==> config.mk <==
export PLATFORM = sky130hd
export DESIGN_NAME = alu_sequencer
export DESIGN_NICKNAME = d
export VERILOG_FILES = /design/src/rtl/alu_pkg.sv /design/src/rtl/alu_regfile.sv /design/src/rtl/alu_sequencer.sv
export SDC_FILE = /design/constraint.sdc
export NUM_CORES = 1
export LEC_CHECK = 0
export CORE_MARGIN = 2
export CORE_UTILIZATION = 50
export CTS_CLUSTER_SIZE = 40
export DETAILED_ROUTE_END_ITERATION = 10
export GPL_TIMING_DRIVEN = 0
export PLACE_DENSITY_LB_ADDON = 0.2
export SYNTH_ARGS = -nofsm -noshare
export SYNTH_HDL_FRONTEND = slang
export SYNTH_SLANG_ARGS = --single-unit
==> constraint.sdc <==
create_clock -name clk -period 3.8 [get_ports clk]
set_input_delay 0.57 -clock clk [delete_from_list [all_inputs] [get_ports clk]]
set_output_delay 0.57 -clock clk [all_outputs]
set_load 0.05 [all_outputs]
==> src/rtl/alu_pkg.sv <==
// Shared encodings for the ALU sequencer: opcodes, ALU operation codes, instruction layout, FSM states.
// Holds no logic of its own, so it adds no latency and applies no backpressure.
package alu_pkg;

    localparam logic [3:0] OPC_ADD  = 4'h0;
    localparam logic [3:0] OPC_SUB  = 4'h1;
    localparam logic [3:0] OPC_AND  = 4'h2;
    localparam logic [3:0] OPC_OR   = 4'h3;
    localparam logic [3:0] OPC_ADDI = 4'h4;
    localparam logic [3:0] OPC_SUBI = 4'h5;
    localparam logic [3:0] OPC_ANDI = 4'h6;
    localparam logic [3:0] OPC_ORI  = 4'h7;

    localparam logic [1:0] ALU_ADD = 2'd0;
    localparam logic [1:0] ALU_SUB = 2'd1;
    localparam logic [1:0] ALU_AND = 2'd2;
    localparam logic [1:0] ALU_OR  = 2'd3;

    localparam logic [1:0] ST_IDLE = 2'd0;
    localparam logic [1:0] ST_EXEC = 2'd1;
    localparam logic [1:0] ST_WB   = 2'd2;

    // Field order matches Instr[31:0] from the MSB down.
    typedef struct packed {
        logic [3:0]  opc;
        logic [3:0]  rd;
        logic [3:0]  rs1;
        logic [3:0]  rs2;
        logic [15:0] imm;
    } instr_t;

    function automatic logic opc_legal(input logic [3:0] opc);
        return ~opc[3];
    endfunction

    // ADD/SUB/ADDI/SUBI are the only ops whose carry/borrow is architectural.
    function automatic logic opc_arith(input logic [3:0] opc);
        return ~opc[3] & ~opc[1];
    endfunction

    function automatic logic [31:0] ext_imm(input logic [3:0] opc, input logic [15:0] imm);
        if (opc == OPC_ADDI || opc == OPC_SUBI) begin
            return {{16{imm[15]}}, imm};
        end
        return {16'h0000, imm};
    endfunction

endpackage

==> src/rtl/alu_regfile.sv <==
// 16-entry register file with R0 hardwired to zero, two operand read ports and a debug read port.
// Reads are combinational, writes land on the next clock edge; no backpressure.
module alu_regfile #(
    parameter int DW = 32
) (
    input  logic          clk,
    input  logic          rst_n,
    input  logic [3:0]    ra_addr,
    output logic [DW-1:0] ra_dat,
    input  logic [3:0]    rb_addr,
    output logic [DW-1:0] rb_dat,
    input  logic [3:0]    dbg_addr,
    output logic [DW-1:0] dbg_dat,
    input  logic          wr_vld,
    input  logic [3:0]    wr_addr,
    input  logic [DW-1:0] wr_dat
);

    logic [DW-1:0] regs_q [16];
    logic [DW-1:0] regs_d [16];

    // R0 is never written, so it keeps its reset value of zero forever.
    always_comb begin
        for (int i = 0; i < 16; i++) begin
            regs_d[i] = regs_q[i];
        end
        if (wr_vld && wr_addr != 4'd0) begin
            regs_d[wr_addr] = wr_dat;
        end
    end

    always_ff @(posedge clk or negedge rst_n) begin
        if (!rst_n) begin
            for (int i = 0; i < 16; i++) begin
                regs_q[i] <= '0;
            end
        end else begin
            for (int i = 0; i < 16; i++) begin
                regs_q[i] <= regs_d[i];
            end
        end
    end

    assign ra_dat  = regs_q[ra_addr];
    assign rb_dat  = regs_q[rb_addr];
    assign dbg_dat = regs_q[dbg_addr];

endmodule

==> src/rtl/alu_sequencer.sv <==
// Sequences one instruction at a time through an external ALU: accept, execute, write back.
// Done fires 2 cycles after the accepting edge; InReady is low while busy (one instruction per 3 cycles).
module alu_sequencer
    import alu_pkg::*;
#(
    parameter int DW = 32
) (
    input  logic          clk,
    input  logic          rst_n,
    input  logic          InValid,
    output logic          InReady,
    input  logic [31:0]   Instr,
    output logic [1:0]    ALUOp,
    output logic [DW-1:0] SrcA,
    output logic [DW-1:0] SrcB,
    input  logic [DW-1:0] ALUout,
    input  logic          flag,
    output logic          Done,
    output logic [DW-1:0] Result,
    output logic          FlagOut,
    output logic          Err,
    input  logic [3:0]    DbgAddr,
    output logic [DW-1:0] DbgData
);

    logic [1:0]    state_q,    state_d;
    instr_t        instr_q,    instr_d;
    logic [DW-1:0] alu_res_q,  alu_res_d;
    logic          alu_flag_q, alu_flag_d;
    logic          done_q,     done_d;
    logic [DW-1:0] result_q,   result_d;
    logic          err_q,      err_d;
    logic          flag_q,     flag_d;

    logic [DW-1:0] ra_dat;
    logic [DW-1:0] rb_dat;
    logic          legal;
    logic          in_exec;
    logic          wr_vld;

    assign legal   = opc_legal(instr_q.opc);
    assign in_exec = (state_q == ST_EXEC);
    assign wr_vld  = (state_q == ST_WB) && legal;

    always_comb begin
        state_d    = state_q;
        instr_d    = instr_q;
        alu_res_d  = alu_res_q;
        alu_flag_d = alu_flag_q;
        done_d     = 1'b0;
        result_d   = result_q;
        err_d      = err_q;
        flag_d     = flag_q;
        case (state_q)
            ST_IDLE: begin
                if (InValid) begin
                    instr_d = instr_t'(Instr);
                    state_d = ST_EXEC;
                end
            end
            ST_EXEC: begin
                alu_res_d  = ALUout;
                alu_flag_d = flag;
                state_d    = ST_WB;
            end
            ST_WB: begin
                done_d   = 1'b1;
                result_d = alu_res_q;
                err_d    = ~legal;
                if (legal && opc_arith(instr_q.opc)) begin
                    flag_d = alu_flag_q;
                end
                state_d = ST_IDLE;
            end
            default: begin
                state_d = ST_IDLE;
            end
        endcase
    end

    always_ff @(posedge clk or negedge rst_n) begin
        if (!rst_n) begin
            state_q    <= ST_IDLE;
            instr_q    <= '0;
            alu_res_q  <= '0;
            alu_flag_q <= 1'b0;
            done_q     <= 1'b0;
            result_q   <= '0;
            err_q      <= 1'b0;
            flag_q     <= 1'b0;
        end else begin
            state_q    <= state_d;
            instr_q    <= instr_d;
            alu_res_q  <= alu_res_d;
            alu_flag_q <= alu_flag_d;
            done_q     <= done_d;
            result_q   <= result_d;
            err_q      <= err_d;
            flag_q     <= flag_d;
        end
    end

    alu_regfile #(
        .DW(DW)
    ) u_regfile (
        .clk      (clk),
        .rst_n    (rst_n),
        .ra_addr  (instr_q.rs1),
        .ra_dat   (ra_dat),
        .rb_addr  (instr_q.rs2),
        .rb_dat   (rb_dat),
        .dbg_addr (DbgAddr),
        .dbg_dat  (DbgData),
        .wr_vld   (wr_vld),
        .wr_addr  (instr_q.rd),
        .wr_dat   (alu_res_q)
    );

    // Operand buses idle at zero so the external ALU sees quiet inputs between instructions.
    assign InReady = (state_q == ST_IDLE);
    assign ALUOp   = in_exec ? instr_q.opc[1:0] : ALU_ADD;
    assign SrcA    = in_exec ? ra_dat : '0;
    assign SrcB    = in_exec ? (instr_q.opc[2] ? ext_imm(instr_q.opc, instr_q.imm) : rb_dat) : '0;
    assign Done    = done_q;
    assign Result  = result_q;
    assign FlagOut = flag_q;
    assign Err     = err_q;

endmodule

==> results.ini, run 1 <==
[outcome]
outcome=finished, violations left
failed_checks=setup timing

[worst_setup_path]
startpoint=DbgAddr[1]
critPathKind=primary input to output port
worstPathArrival_ns=3.30
worstReg2RegEnd=u_regfile.regs_q[97]$_DFFE_PN0P_
endpoint_kind=output port
worstRegToRegCells=5
critPathLaunchType=primary input
cp.required_ns=3.23
reg2reg_slack_ns=0.73
r2r-start=state_q[0]$_DFFE_PN0P_
crit_fanout=10

[synth]
synth_nets=2480
syn_area_um2=35000
synth_ff_type=dfrtp_1
yosysWarnings=0
synth_cell_types=37
synth_edf_count=0
synth_area_leaders=dfrtp_1 44%, mux4_2 22%, mux2_2 18%, mux2i_1 4.2%, clkbuf_1 1.7%
ys_ff_latch=614
synth_area_leader_cell=dfrtp_1
synth_top_area_share=0.440
ys_seq_area_frac=0.440
synthCells=2408
synth_common_cells=614 x dfrtp_1, 568 x mux2_2, 339 x mux4_2
yosysMostFrequentCell=dfrtp_1
synthArstFlopShare=1.00
avgSynthCellArea_um2=14.5

[global_routing]
grtUsageTotal=0.393
grt_pass1_wl_um=196000
grt_overflow=0
antenna_found_initial=3
grt_max_degree=121
grt_pass1_vias=26600

[die]
rows=96
initial_core_util=0.507
die_h_um=268
dieArea_um2=72000
fp.dieW_um=268
io_pins=206
coreArea_um2=68900

[clock_network]
insertion_delay_ns=0.64
cts_max_level=3
cts_buffers=72
cts_tree=yes
cts_buffer_depth=3
cts-root-buf=clkbuf_16
cts.sinks=614
path_clk_slew_ns=0.06

[timing]
worst_pin_slew_ns=1.31
period_share=1.02
layout_min_cycle_time_ns=3.87
rsz0062_at_grt=false
setup_viol_count_final=9
fin_hold_ws_ns=0.469
totalNegativeSetupSlack_ns=-0.197
finClkSkew_ns=0.0333
hold_viol_final=0
worst_slack_ns=-0.0686
max_freq_mhz=258
drv_slew=0
relSlewSlack=0.127

[placed_design]
gp_congestion=0.997
portBuffers=202
pre_cts_slack_ns=-0.751
place_hpwl_um=91600
place_inst=3548

[final_layout]
antenna_cells=0
final_cells=3675
final_util=0.596
fill_cells=5447
syn2layout_area_growth_pct=17.5
fin_nets=2760
drive_gt1_frac=0.474

[drt]
drtAntennaViolNets=0
drc_errors=0
route.met2.wl_um=59800
dr.pass1.iters=6
vias_per_cell=7.26
routed_wl_um=140000
routed-wl-met3_um=20100
post_drt_wl_per_cell_um=38.1
wl_met1_um=50300
drt_iter0_drc=4013
vias=26700
top_layer=met5

[worst_hold_path]
hold_depth=3
hp-class=primary input to flop
whs_endpoint=alu_res_q[5]$_DFFE_PN0N_
hp-start=ALUout[5]

[run]
drv_cap=0

[pwr]
p_per_area_nw_per_um2=716
irDropWorstVdd_mv=0.459
p_leak_nw=18.3

## state kept, by name, summed over array words and instances, names as in the netlist
signal / count
Done: 1
Err: 1
FlagOut: 1
alu_res_q: 32
state_q: 2
Result: 32
u_regfile.regs_q: 512
alu_flag_q: 1
instr_q: 32
## worst max-delay path by stage
stage | to | slack (ns)
after floorplan | SrcA[12] | 0.63
after global placement | alu_res_q[23]$_DFFE_PN0N_ | -25.01
after detailed placement | SrcB[20] | -0.75
after CTS | SrcA[11] | 0.003
after global routing | DbgData[22] | 0.003
final | DbgData[22] | -0.07
## report_power, final
| group | internal (mW) | total [mW] | leakage [nW] | switching (mW) |
|---|---|---|---|---|
| logic | 5.31 | 11.7 | 8.88 | 6.35 |
| clock network | 4.11 | 7.08 | 1.19 | 2.98 |
| registers | 8.50 | 10.7 | 8.23 | 2.16 |
| total | 17.9 | 29.4 | 18.3 | 11.5 |
## area by class of cell
class	instances	area, um^2	share of cell area
sequential	614	15400	0.374
clock inverter	26	206	0.00503
inverter	2	7.51	0.000183
multi-input combinational	1519	18500	0.449
timing repair buffer	212	2190	0.0532
tap	931	1160	0.0284
clock buffer	104	2170	0.0527
buffer	267	1530	0.0372
## cell usage in the layout, fill, tap and decap left out, types with 60 or more instances in the layout
cell,n
buf_2,60
clkbuf_16,75
mux2_2,568
clkbuf_1,97
mux4_2,339
dfrtp_1,614
a22oi_1,75
clkdlybuf4s50_1,137
mux2i_1,146
nand2_1,135
## cell families after synthesis
| kind of cell | Yosys count | share of synthesized area |
|---|---|---|
| mux | 1069 | 0.448 |
| compound gates | 213 | 0.0445 |
| buf+inv | 275 | 0.0348 |
| simple gates | 237 | 0.0327 |
| flops | 614 | 0.440 |
## per-layer routing
layer	up-vias	GRT usage
li1	9938	-
met1	13700	0.512
met2	2417	0.555
met3	609	0.155
met4	2	0.236
met5	-	0.00203
## critical path, cell delays in order
cell and delay, ns:
clkbuf_2 0.46, clkbuf_2 0.56, mux4_2 0.40, mux4_2 0.55, clkdlybuf4s50_1 0.75
## timing repair
action                                  4_1_cts  5_1_grt
resized for setup                           392       52
pin swaps                                     1        0
setup buffers                                 2        0
hold buffers                                  1        0
endpoints found under the setup margin       96       64
endpoints found under the hold margin        74        0
## metrics by stage
stage	total power, mW	instance area (um^2)
2_1_floorplan	17.6	35000
5_1_grt	30.2	41100
6_report	29.4	41100
3_5_place_dp	21.8	38300
4_1_cts	29.0	41100
3_3_place_gp	21.5	38100
Power figures use the tool's default switching activity.
==> run 2: changes to the inputs <==
--- a/config.mk
+++ b/config.mk
@@ -10,7 +10,9 @@
 export CTS_CLUSTER_SIZE = 40
 export DETAILED_ROUTE_END_ITERATION = 10
 export GPL_TIMING_DRIVEN = 0
+export MAX_ROUTING_LAYER = met4
 export PLACE_DENSITY_LB_ADDON = 0.2
+export SKIP_CTS_REPAIR_TIMING = 1
 export SYNTH_ARGS = -nofsm -noshare
 export SYNTH_HDL_FRONTEND = slang
 export SYNTH_SLANG_ARGS = --single-unit
==> run 2 against run 1 <==
Compared with the run above: the flow still finishes with violations (setup timing); critical path depth up 3; power down 1.1%; maximum frequency down 1.4%; clock power down 4.0%; sequential power about the same; routed wire length up 0.22%; sequential share of layout area up 0.39 points; largest power group unchanged; clock skew down 0.0047 ns.
==> results.ini, run 2 (synthesized netlist as in run 1, its figures left out) <==
[final_layout]
register_area_um2=15400
layout_common_cells=614 x dfrtp_1, 568 x mux2_2, 339 x mux4_2
fill_cells=5447
drive_gt1_frac=0.468
final_cells=3666
largest_reg_flops=512
max_flop_register=u_regfile.regs_q
final_common_cell=dfrtp_1
multi_input_area_um2=18500
syn2layout_area_growth_pct=16.3
fin_nets=2758
stdcell_area_um2=40700

[timing]
worst_slack_ns=-0.125
setup_viol_count_final=11
max_freq_mhz=255
layout_min_cycle_time_ns=3.92
rsz0062_at_grt=true
totalNegativeSetupSlack_ns=-0.524
period_share=1.03
finClkSkew_ns=0.0286
relSlewSlack=0.0561
hold_viol_final=0
drv_slew=0
worst_pin_slew_ns=1.42

[global_routing]
antenna_found_initial=7
gr-max-usage-layer=met2
use_met2=0.559
grt_pass1_vias=26500
grt_overflow=0
grtUsageTotal=0.406
use_met3=0.165
use_met1=0.507
grt_max_degree=121
grt_pass1_wl_um=196000

[drt]
vias_per_cell=7.27
vias=26600
routed_wl_um=140000
post_drt_wl_per_cell_um=38.3
drtAntennaViolNets=0
drc_errors=0
drt_iter0_drc=4199
dr.pass1.iters=10

[die]
fp.dieW_um=268
dieArea_um2=72000
initial_core_util=0.507
coreArea_um2=68900
io_pins=206
die_h_um=268
rows=96

[pwr]
p_per_area_nw_per_um2=715
p_leak_nw=18.3
p_total_mw=29.1
irDropWorstVdd_mv=0.450

[outcome]
outcome=finished, violations left
failed_checks=setup timing

[clock_network]
cts-root-buf=clkbuf_16
path_clk_slew_ns=0.06
cts.sinks=614
cts_max_level=3
cts_buffer_depth=3
cts_tree=yes
insertion_delay_ns=0.63
cts_buffers=70

[worst_hold_path]
whs_endpoint=alu_res_q[14]$_DFFE_PN0N_
hp-start=ALUout[14]
hold_depth=3
hp-class=primary input to flop

[placed_design]
place_area_um2=38300
portBuffers=202
place_hpwl_um=92000
gp_congestion=1.01
place_inst=3548
pre_cts_slack_ns=-0.776

[worst_setup_path]
worstPathArrival_ns=3.35
critPathKind=flop to output port
cp.required_ns=3.23
worstRegToRegCells=5
r2r-start=state_q[0]$_DFFE_PN0P_
reg2reg_slack_ns=0.66
worstReg2RegEnd=u_regfile.regs_q[102]$_DFFE_PN0P_
critPathMostFrequentCell=buf_2
crit_chain=nand2b_1, buf_2, inv_1, and2_2, nand3_2, buf_2, nand3_1, clkbuf_2
critPathSlowestCell=buf_2
endpoint_kind=output port
max_stage_delay_ns=0.47
critPathLaunchType=flop
crit_fanout=10

[run]
drv_cap=0

## run 2: per-layer routing
layer  vias to the layer above  wire length, um
met2                      2384            60400
met4                         0             9840
met5                         -                0
met1                     13700            49900
li1                       9907                -
met3                       629            20300
## run 2: final cells by class
type | count | share of cell area
clock inverters | 18 | 0.00480
multi-input cells | 1519 | 0.454
repair buffers | 212 | 0.0483
plain buffers | 267 | 0.0362
inverters | 2 | 0.000185
clock buffers | 97 | 0.0494
diodes | 6 | 0.000369
well taps | 931 | 0.0287
flip-flops and latches | 614 | 0.378
## run 2: per-stage QoR
stage / utilization / hold slack (ns)
2_1_floorplan: - / 0.274
3_3_place_gp: 0.553 / 0.455
3_5_place_dp: 0.556 / 0.462
4_1_cts: 0.588 / -0.0776
5_1_grt: 0.590 / 0.472
6_report: 0.590 / 0.467
## run 2: power breakdown
| part | switching, mW | leakage (nW) | internal, mW | total (mW) |
|---|---|---|---|---|
| logic | 6.37 | 9.01 | 5.26 | 11.6 |
| registers | 2.16 | 8.23 | 8.50 | 10.7 |
| clock network | 2.86 | 1.09 | 3.94 | 6.80 |
| total | 11.4 | 18.3 | 17.7 | 29.1 |
## run 2: worst max path at each step
stage / from / end / cells after the start
6_report: state_q[1]$_DFFE_PN0P_ / SrcB[20] / 8
5_1_grt: instr_q[18]$_DFFE_PN0P_ / SrcB[21] / 8
4_1_cts: state_q[1]$_DFFE_PN0P_ / SrcB[20] / 9
3_5_place_dp: DbgAddr[1] / DbgData[22] / 5
3_3_place_gp: rst_n / alu_res_q[23]$_DFFE_PN0N_ / 1
2_1_floorplan: instr_q[20]$_DFFE_PN0P_ / SrcA[12] / 8
## run 2: worst max-delay path: cells and delay by family (launching register included)
kind                   cells  cell delay [ns]
buffers and inverters      4             1.14
DFF                        1             0.46
and+or+nand+nor            4             1.10
==> run 3: changes to the inputs <==
--- a/config.mk
+++ b/config.mk
@@ -5,6 +5,7 @@
 export SDC_FILE = /design/constraint.sdc
 export NUM_CORES = 1
 export LEC_CHECK = 0
+export ABC_CLOCK_PERIOD_IN_PS = 3800
 export CORE_MARGIN = 2
 export CORE_UTILIZATION = 50
 export CTS_CLUSTER_SIZE = 40
==> results of run 3 <==
No change in the layout: final DEF, timing and power equal those of run 2.
